## src/rtl/dp_ram_sync_param_pkg.sv

```systemverilog
// Shared types and byte-merge helper for the parametrised dual-port RAM and its models.
// Latency: n/a (types and a pure function only).
// Backpressure: n/a.
package ram_pkg;

   typedef enum logic {INIT, RUN} ram_state_e;

   typedef enum bit {READ_FIRST, WRITE_FIRST} rdw_mode_e;

   // One byte lane of a byte-enabled write: the new byte wins only where its enable is set.
   // Callers loop this over lanes, so the helper stays width-agnostic.
   function automatic logic [7:0] be_merge(input logic [7:0] old_b,
                                           input logic [7:0] new_b,
                                           input logic       be);
      return be ? new_b : old_b;
   endfunction

endpackage

```

## src/rtl/dp_ram_sync_param_if.sv

```systemverilog
// Write/read port bundle for dp_ram_sync_param; master drives requests, slave is the RAM.
// Latency: n/a (wiring only).
// Backpressure: none; the RAM never stalls, init_busy tells the master requests are ignored.
interface dp_ram_sync_param_if #(
   parameter int DATA_W = 8,
   parameter int DEPTH  = 16,
   parameter int ADDR_W = $clog2(DEPTH)
);
   logic                  we;
   logic [ADDR_W-1:0]     w_add;
   logic [DATA_W/8-1:0]   wbe;
   logic [DATA_W-1:0]     data_in;
   logic                  re;
   logic [ADDR_W-1:0]     r_add;
   logic [DATA_W-1:0]     data_out;
   logic                  rvalid;
   logic                  rd_err;
   logic                  init_busy;

   modport master (
      output we, w_add, wbe, data_in, re, r_add,
      input  data_out, rvalid, rd_err, init_busy
   );

   modport slave (
      input  we, w_add, wbe, data_in, re, r_add,
      output data_out, rvalid, rd_err, init_busy
   );
endinterface

```

## src/rtl/dp_ram_rd_pipe.sv

```systemverilog
// Read output pipeline: registers raw read data/valid/err into data_out/rvalid/rd_err.
// Latency: RD_LAT (1 or 2) cycles from accepted read to rvalid.
// Backpressure: none; fully pipelined, reset flushes every in-flight read.
module dp_ram_rd_pipe #(
   parameter int DATA_W = 8,
   parameter int RD_LAT = 1
) (
   input  logic              clk,
   input  logic              reset,
   input  logic              rd_vld,
   input  logic              rd_err_in,
   input  logic [DATA_W-1:0] rd_dat,
   output logic [DATA_W-1:0] data_out,
   output logic              rvalid,
   output logic              rd_err
);
   logic              s1_vld;
   logic              s1_err;
   logic [DATA_W-1:0] s1_dat;

   // First stage: data only moves on a real read so the output holds between reads.
   always_ff @(posedge clk) begin
      if (reset) begin
         s1_vld <= 1'b0;
         s1_err <= 1'b0;
         s1_dat <= '0;
      end else begin
         s1_vld <= rd_vld;
         s1_err <= rd_vld & rd_err_in;
         if (rd_vld) s1_dat <= rd_dat;
      end
   end

   generate
      if (RD_LAT == 2) begin : g_lat2
         logic              s2_vld;
         logic              s2_err;
         logic [DATA_W-1:0] s2_dat;

         // Extra output stage, same hold-on-idle behaviour as the first.
         always_ff @(posedge clk) begin
            if (reset) begin
               s2_vld <= 1'b0;
               s2_err <= 1'b0;
               s2_dat <= '0;
            end else begin
               s2_vld <= s1_vld;
               s2_err <= s1_err;
               if (s1_vld) s2_dat <= s1_dat;
            end
         end

         assign data_out = s2_dat;
         assign rvalid   = s2_vld;
         assign rd_err   = s2_err;
      end else begin : g_lat1
         assign data_out = s1_dat;
         assign rvalid   = s1_vld;
         assign rd_err   = s1_err;
      end
   endgenerate
endmodule

```

## src/rtl/dp_ram_sync_param.sv

```systemverilog
// Parametrised 1W/1R synchronous RAM with byte enables, RDW policy and post-reset clear.
// Latency: read data and rvalid RD_LAT cycles after re; writes land at the same posedge.
// Backpressure: none; ports are ignored while init_busy is high (DEPTH cycles after reset).
module dp_ram_sync_param
   import ram_pkg::*;
#(
   parameter int DATA_W   = 8,
   parameter int DEPTH    = 16,
   parameter int ADDR_W   = $clog2(DEPTH),
   parameter int RD_LAT   = 1,
   parameter int RDW_MODE = 0
) (
   input  logic                clk,
   input  logic                reset,
   dp_ram_sync_param_if.slave  bus
);
   localparam int               BE_W     = DATA_W / 8;
   localparam logic [ADDR_W:0]  DEPTH_L  = (ADDR_W + 1)'(DEPTH);
   localparam logic [ADDR_W-1:0] LAST_IDX = ADDR_W'(DEPTH - 1);
   localparam rdw_mode_e        RDW      = rdw_mode_e'(RDW_MODE[0]);

   generate
      if (DATA_W % 8 != 0 || DATA_W < 8) begin : g_bad_data_w
         $fatal(1, "dp_ram_sync_param: DATA_W must be a non-zero multiple of 8");
      end
      if (RD_LAT != 1 && RD_LAT != 2) begin : g_bad_rd_lat
         $fatal(1, "dp_ram_sync_param: RD_LAT must be 1 or 2");
      end
      if (RDW_MODE != 0 && RDW_MODE != 1) begin : g_bad_rdw
         $fatal(1, "dp_ram_sync_param: RDW_MODE must be 0 or 1");
      end
      if (DEPTH < 2) begin : g_bad_depth
         $fatal(1, "dp_ram_sync_param: DEPTH must be at least 2");
      end
   endgenerate

   ram_state_e        state_q;
   logic [ADDR_W-1:0] init_cnt_q;
   logic [DATA_W-1:0] mem [DEPTH];

   logic              run;
   logic              wr_in_rng;
   logic              rd_in_rng;
   logic              wr_ok;
   logic              rd_ok;
   logic              collide;
   logic [ADDR_W-1:0] w_idx;
   logic [ADDR_W-1:0] r_idx;
   logic [DATA_W-1:0] wr_merged;
   logic [DATA_W-1:0] rd_raw;

   // Address qualification, byte merge and read-during-write selection.
   // Out-of-range addresses are steered to entry 0 so the array is never indexed past DEPTH.
   always_comb begin
      run       = (state_q == RUN);
      wr_in_rng = ({1'b0, bus.w_add} < DEPTH_L);
      rd_in_rng = ({1'b0, bus.r_add} < DEPTH_L);
      w_idx     = wr_in_rng ? bus.w_add : '0;
      r_idx     = rd_in_rng ? bus.r_add : '0;
      wr_ok     = run & bus.we & wr_in_rng;
      rd_ok     = run & bus.re;
      collide   = wr_ok & rd_in_rng & (bus.r_add == bus.w_add);
      wr_merged = '0;
      for (int i = 0; i < BE_W; i++) begin
         wr_merged[8*i +: 8] = be_merge(mem[w_idx][8*i +: 8], bus.data_in[8*i +: 8], bus.wbe[i]);
      end
      rd_raw = '0;
      if (rd_in_rng) begin
         rd_raw = (collide && RDW == WRITE_FIRST) ? wr_merged : mem[r_idx];
      end
   end

   // Init FSM: walk init_cnt over every entry once, then sit in RUN until the next reset.
   always_ff @(posedge clk) begin
      if (reset) begin
         state_q    <= INIT;
         init_cnt_q <= '0;
      end else if (state_q == INIT) begin
         if (init_cnt_q == LAST_IDX) begin
            state_q    <= RUN;
            init_cnt_q <= '0;
         end else begin
            init_cnt_q <= init_cnt_q + ADDR_W'(1);
         end
      end
   end

   // Array write port: init clear has priority; the array is left alone while reset is high.
   always_ff @(posedge clk) begin
      if (!reset) begin
         if (state_q == INIT) begin
            mem[init_cnt_q] <= '0;
         end else if (wr_ok) begin
            mem[w_idx] <= wr_merged;
         end
      end
   end

   assign bus.init_busy = (state_q == INIT);

   dp_ram_rd_pipe #(
      .DATA_W (DATA_W),
      .RD_LAT (RD_LAT)
   ) u_rd_pipe (
      .clk       (clk),
      .reset     (reset),
      .rd_vld    (rd_ok),
      .rd_err_in (~rd_in_rng),
      .rd_dat    (rd_raw),
      .data_out  (bus.data_out),
      .rvalid    (bus.rvalid),
      .rd_err    (bus.rd_err)
   );
endmodule

```

## src/flat_wrapper.sv

```systemverilog
// flat-port wrapper written by rule: the top's interface ports become plain ports
module dp_ram_sync_param_flat import ram_pkg::*;
#(
   parameter int DATA_W   = 8,
   parameter int DEPTH    = 16,
   parameter int ADDR_W   = $clog2(DEPTH),
   parameter int RD_LAT   = 1,
   parameter int RDW_MODE = 0
)
  (clk, reset, bus_we, bus_w_add, bus_wbe, bus_data_in, bus_re, bus_r_add, bus_data_out, bus_rvalid, bus_rd_err, bus_init_busy);
  dp_ram_sync_param_if #(.DATA_W(DATA_W), .DEPTH(DEPTH), .ADDR_W(ADDR_W)) bus_i ();
  input  logic clk;
  input  logic reset;
  input wire logic [$bits(bus_i.we)-1:0] bus_we;
  input wire logic [$bits(bus_i.w_add)-1:0] bus_w_add;
  input wire logic [$bits(bus_i.wbe)-1:0] bus_wbe;
  input wire logic [$bits(bus_i.data_in)-1:0] bus_data_in;
  input wire logic [$bits(bus_i.re)-1:0] bus_re;
  input wire logic [$bits(bus_i.r_add)-1:0] bus_r_add;
  output wire logic [$bits(bus_i.data_out)-1:0] bus_data_out;
  output wire logic [$bits(bus_i.rvalid)-1:0] bus_rvalid;
  output wire logic [$bits(bus_i.rd_err)-1:0] bus_rd_err;
  output wire logic [$bits(bus_i.init_busy)-1:0] bus_init_busy;
  assign bus_i.we = bus_we;
  assign bus_i.w_add = bus_w_add;
  assign bus_i.wbe = bus_wbe;
  assign bus_i.data_in = bus_data_in;
  assign bus_i.re = bus_re;
  assign bus_i.r_add = bus_r_add;
  assign bus_data_out = bus_i.data_out;
  assign bus_rvalid = bus_i.rvalid;
  assign bus_rd_err = bus_i.rd_err;
  assign bus_init_busy = bus_i.init_busy;
  dp_ram_sync_param #(.DATA_W(DATA_W), .DEPTH(DEPTH), .ADDR_W(ADDR_W), .RD_LAT(RD_LAT), .RDW_MODE(RDW_MODE)) u_core (.clk(clk), .reset(reset), .bus(bus_i));
endmodule
```

## config.mk

```make
export PLATFORM = sky130hd
export DESIGN_NAME = dp_ram_sync_param_flat
export DESIGN_NICKNAME = d
export VERILOG_FILES = /design/src/rtl/dp_ram_sync_param_pkg.sv /design/src/rtl/dp_ram_sync_param_if.sv /design/src/rtl/dp_ram_rd_pipe.sv /design/src/rtl/dp_ram_sync_param.sv /design/src/flat_wrapper.sv
export SDC_FILE = /design/constraint.sdc
export NUM_CORES = 1
export LEC_CHECK = 0
export ABC_AREA = 1
export BUFFER_PORTS_ARGS = -buffer_cell sky130_fd_sc_hd__buf_2
export CORE_UTILIZATION = 65
export DETAILED_ROUTE_END_ITERATION = 8
export PLACE_DENSITY_LB_ADDON = 0.1
export REMOVE_ABC_BUFFERS = 1
export SYNTH_ARGS = -nofsm -noshare
export SYNTH_HDL_FRONTEND = slang
export SYNTH_SLANG_ARGS = --single-unit
```

## constraint.sdc

```tcl
create_clock -name clk -period 3.25 [get_ports clk]
set_input_delay 0.4875 -clock clk [delete_from_list [all_inputs] [get_ports clk]]
set_output_delay 0.4875 -clock clk [all_outputs]
set_load 0.01 [all_outputs]
```

==> results of run 1 <==
synthesized netlist by cell type:
cell,n
buf_4,1
inv_2,3
conb_1,1
o21ai_1,2
nor2_2,1
buf_2,11
inv_1,28
nand3_4,1
dfxtp_1,14
ha_1,1
a211oi_1,3
edfxtp_1,128
o21ai_2,3
a21oi_1,4
nor3b_1,1
nand2_2,3
nand2_1,174
nand4_1,1
buf_6,1
nor2_1,42
nand3_1,110
clkbuf_1,15
logic make-up after synthesis:
| logic type | share of synthesized area |
|---|---|
| simple gates | 0.241 |
| fa+ha+maj | 0.00213 |
| flops | 0.701 |
| compound gates | 0.0134 |
| other cells | 0.000637 |
| buf+inv | 0.0419 |
worst max-delay path, stage by stage, from the launching register on:
cell and delay, ns:
dfxtp_1 0.44, inv_2 0.12, nor2_2 0.14, nand3_4 0.19, o21ai_1 0.26, nand3_1 0.22
nor2_1 0.63
stage by stage:
step	area, um^2	power, uW	setup slack (ns)	hold slack, ns	util
floorplan	5750	2130	1.32	0.461	-
global placement	6150	2200	0.818	0.495	0.705
detailed placement	6150	2210	0.698	0.498	0.705
CTS	6730	4060	0.916	0.260	0.772
global route	6730	4160	0.704	0.299	0.772
finish	6730	4060	0.872	0.292	0.772
path summary, 6_finish.rpt:
kind / startpoint / endpoint / depth (start not counted)
worst max-delay path: u_core.run / u_core.mem[13][6] / 6
worst max register to register: u_core.run / u_core.mem[13][6] / 6
worst min register to register: u_core.init_cnt_q[3] / u_core.run / 2
worst min-delay path: bus_re / u_core.u_rd_pipe.rvalid / 3
power by group through the flow:
stage / Clock [uW] / Sequential (uW) / Combinational, uW
final: 1890 / 1990 / 182
after global routing: 1970 / 1990 / 200
after CTS: 1890 / 1990 / 179
after detailed placement: 0 / 2030 / 178
after global placement: 0 / 2030 / 174
after floorplan: 0 / 2030 / 101
sequential cells by signal, summed over array words and instances (netlist names):
signal / flops
u_core.u_rd_pipe.data_out: 8
u_core.run: 1
u_core.mem: 128
u_core.u_rd_pipe.rvalid: 1
u_core.init_cnt_q: 4
cell type report:
| type | instances | area (um^2) |
|---|---|---|
| sequential | 142 | 4120 |
| fill | 541 | 1990 |
| clock inverter | 12 | 161 |
| timing repair buffer | 45 | 263 |
| tap | 108 | 135 |
| multi-input combinational | 347 | 1510 |
| clock buffer | 19 | 422 |
| inverter | 31 | 116 |
routing by layer:
metal	vias up	routed length, um	track usage
met2	274	6190	0.454
met5	-	0	0
met3	35	1440	0.0791
met1	1933	5140	0.415
met4	0	344	0.129
li1	1938	-	-
==> qor.txt, run 1 <==
Root Buffer -> clkbuf_8
Die width -> 97.1 um
Clock share of power -> 0.465
Initial Util -> 0.675
Layout cells sized above 1 -> 0.143
Commonest non-fill, non-tap cell in the layout -> nand2_1
Avg Synthesized Cell Area -> 10.7 um^2
Max cap viols -> 0
Die H -> 97.1 um
Worst Path Max Fanout -> 17
Crit path required time -> 3.39 ns
Postcts setup bufs -> 0
Ant. Diodes -> 0
Final hold vios -> 0
Area share of the largest cell type after synthesis -> 0.653
Grt ovf -> 0
Post-DP HPWL -> 8530 um
Initial drt markers -> 547
Unique masters post-synth -> 22
Sequential cell fraction of total power -> 0.490
Reg2reg setup slack -> 0.87 ns
Yosys top cell by area -> edfxtp_1
Total GRT Usage -> 0.300
Syn-to-layout area delta -> 14.5%
Drt pass-1 iters -> 6
Via count -> 4180
Placed Cells -> 673
Worst Hold Class -> primary input to flip-flop
Sequential share of the synthesized area -> 0.701
Switching Share -> 0.211
WP data arrival -> 2.52 ns
PortBufs -> 30
Largest net degree at the start of global routing -> 65
CTS Hold Bufs -> 0
CTS Sinks -> 142
Core Box Area -> 8720 um^2
Rel. slew slack -> 0.286
Die ar. -> 9440 um^2
H-tree Lvls -> 4
Reg clk slew, reported paths -> 0.06 ns
Crit Path Class -> flip-flop to flip-flop
TritonCTS buffer count -> 17
Slew Limit Fails -> 0
Fin nets -> 606
Synth area leaders -> edfxtp_1 (65%), nand2_1 (11%), nand3_1 (9.4%)
CTS tree -> done
DRC violation count after routing -> 0
Clk_skew -> 0.00953 ns
DR WL/cell -> 18.6 um
Lkg Pwr -> 0.00276 uW
Clk Latency, worst-skew pair -> 0.52 ns
Post-route non-filler standard cell count -> 704
Vias in the first global route -> 3882
Tmin final -> 2.38 ns
Setup TNS -> 0 ns
Synth Warn # -> 0
Ports -> 32
Switching Power -> 858 uW
Fmax achieved -> 421 MHz
Most frequent cells in the layout -> nand2_1 (174), edfxtp_1 (128), nand3_1 (110)
Power per cell area -> 603 nW/um^2
Site Rows -> 34
Post-route ant nets -> 0
Power share of the combinational group -> 0.045
Critical Path End Type -> flip-flop
Synthesized area -> 5880 um^2
Worst slew pin tran -> 1.07 ns
Routability congestion estimate -> 0.913
Total Wirelength -> 13100 um
Fin crit share -> 0.732
First-pass GRT wire length -> 20500 um
CTS resizes -> 0
Post-synthesis register bit count -> 142
Synth Instances -> 548
Internal -> 3210 uW
CTS max path bufs -> 2
Via/cell ratio -> 5.94
Final setup viols -> 0
Unrepaired setup endpoints after global routing -> no
CP Launch Type -> flip-flop
Status -> complete, no violations
Initial antenna violation count -> 0
Peak VDD IR -> 324 uV
No activity file was read; power rests on OpenSTA's default activity.
==> inputs of run 2 (changes only) <==
Settings changed: CORE_UTILIZATION 65 to 60.
Clock period 3.25 ns to 2.4 ns, I/O delays scaled along.
==> qor.txt, run 2 (synthesis gave the netlist of run 1 again) <==
Status -> complete, no violations
Fin nets -> 626
Rel. slew slack -> 0.662
Commonest non-fill, non-tap cell in the layout -> nand2_1
Post-DP HPWL -> 9000 um
Routability congestion estimate -> 0.929
Ant. Diodes -> 0
Max cap viols -> 0
PortBufs -> 30
Via count -> 4268
Power share of the combinational group -> 0.048
Largest register FFs -> 128
DP Area -> 6350 um^2
Slew Limit Fails -> 0
Max incr delay on CP -> 0.44 ns
Fin crit share -> 0.909
CP Launch Type -> flip-flop
Worst Path Max Fanout -> 17
Postcts setup bufs -> 0
Worst Hold Class -> primary input to flip-flop
Peak VDD IR -> 477 uV
Fin area -> 6930 um^2
Crit Path Class -> flip-flop to flip-flop
Switching Share -> 0.227
Fmax achieved -> 458 MHz
Ports -> 32
Tmin final -> 2.18 ns
Initial Util -> 0.628
Syn-to-layout area delta -> 17.8%
Site Rows -> 35
Die H -> 101 um
First-pass GRT wire length -> 21800 um
Crit path cell chain -> inv_2 > nor2_2 > nand3_4 > o21ai_1 > nand3_1 > nor2_1 > buf_4
Setup TNS -> 0 ns
Die ar. -> 10200 um^2
Reg clk slew, reported paths -> 0.06 ns
Clk Latency, worst-skew pair -> 0.52 ns
Lkg Pwr -> 0.00288 uW
Initial antenna violation count -> 0
Initial drt markers -> 414
Grt ovf -> 0
Critical Path End Type -> flip-flop
CTS Sinks -> 142
Reg with most FFs -> u_core.mem
Final hold vios -> 0
Total Wirelength -> 14100 um
Power per cell area -> 796 nW/um^2
Sequential cell fraction of total power -> 0.490
Fin util -> 0.739
CP max stage cell -> dfxtp_1
Internal -> 4260 uW
H-tree Lvls -> 4
Switching Power -> 1250 uW
Vias in the first global route -> 4182
Drt pass-1 iters -> 5
TritonCTS buffer count -> 17
CTS max path bufs -> 2
DR WL/cell -> 18.9 um
CTS Hold Bufs -> 0
WP data arrival -> 2.42 ns
Post-route ant nets -> 0
Final setup viols -> 0
Via/cell ratio -> 5.72
Crit path required time -> 2.63 ns
Layout cells sized above 1 -> 0.172
Die width -> 101 um
Clk_skew -> 0.00863 ns
CTS tree -> done
Root Buffer -> clkbuf_8
DRC violation count after routing -> 0
Unrepaired setup endpoints after global routing -> no
Worst slew pin tran -> 0.507 ns
Clock share of power -> 0.462
Largest net degree at the start of global routing -> 65
Most frequent cells in the layout -> nand2_1 (174), edfxtp_1 (128), nand3_1 (110)
Total GRT Usage -> 0.302
CTS resizes -> 0
Core Box Area -> 9370 um^2
[run 2: per-layer routing]
layer,up-vias,global-route usage,wire length [um]
met5,-,0,0
met2,238,0.491,6800
met1,2015,0.395,5700
li1,1972,-,-
met4,0,0.156,473
met3,43,0.0492,1100
[run 2: critical path: cells and delay by family, from the launching register on]
kind,cells,cell delay [ns]
AO/OA/AOI/OAI,1,0.25
AND/OR/NAND/NOR,4,0.87
flip-flops,1,0.44
buffers and inverters,2,0.34
[run 2: final timing paths]
path | startpoint | endpoint | slack [ns] | depth (start not counted)
setup / recovery | u_core.run | u_core.mem[0][5] | 0.22 | 7
setup reg to reg | u_core.run | u_core.mem[0][5] | 0.22 | 7
hold reg to reg | u_core.init_cnt_q[3] | u_core.run | 0.52 | 2
hold / removal | bus_re | u_core.u_rd_pipe.rvalid | 0.21 | 3
[run 2: power by group through the flow]
stage / registers [uW] / logic (uW) / clock network (uW)
after global placement: 2750 / 252 / 0
after CTS: 2700 / 262 / 2560
after detailed placement: 2750 / 258 / 0
final: 2700 / 266 / 2550
after floorplan: 2750 / 136 / 0
after global routing: 2700 / 288 / 2660
[run 2: per-stage QoR]
step	setup slack [ns]	hold slack [ns]	cells	power [uW]
2_1_floorplan	0.472	0.429	520	2880
6_report	0.217	0.209	746	5510
5_1_grt	0.0443	0.191	746	5650
3_3_place_gp	0.419	0.487	714	3000
4_1_cts	0.243	0.185	746	5520
3_5_place_dp	0.313	0.496	714	3010
[run 2: cell type report]
type	count	area [um^2]
well taps	129	161
clock inverters	15	161
flip-flops and latches	142	4120
inverters	31	116
clock buffers	17	414
multi-input cells	347	1510
repair buffers	65	438
fillers	641	2440
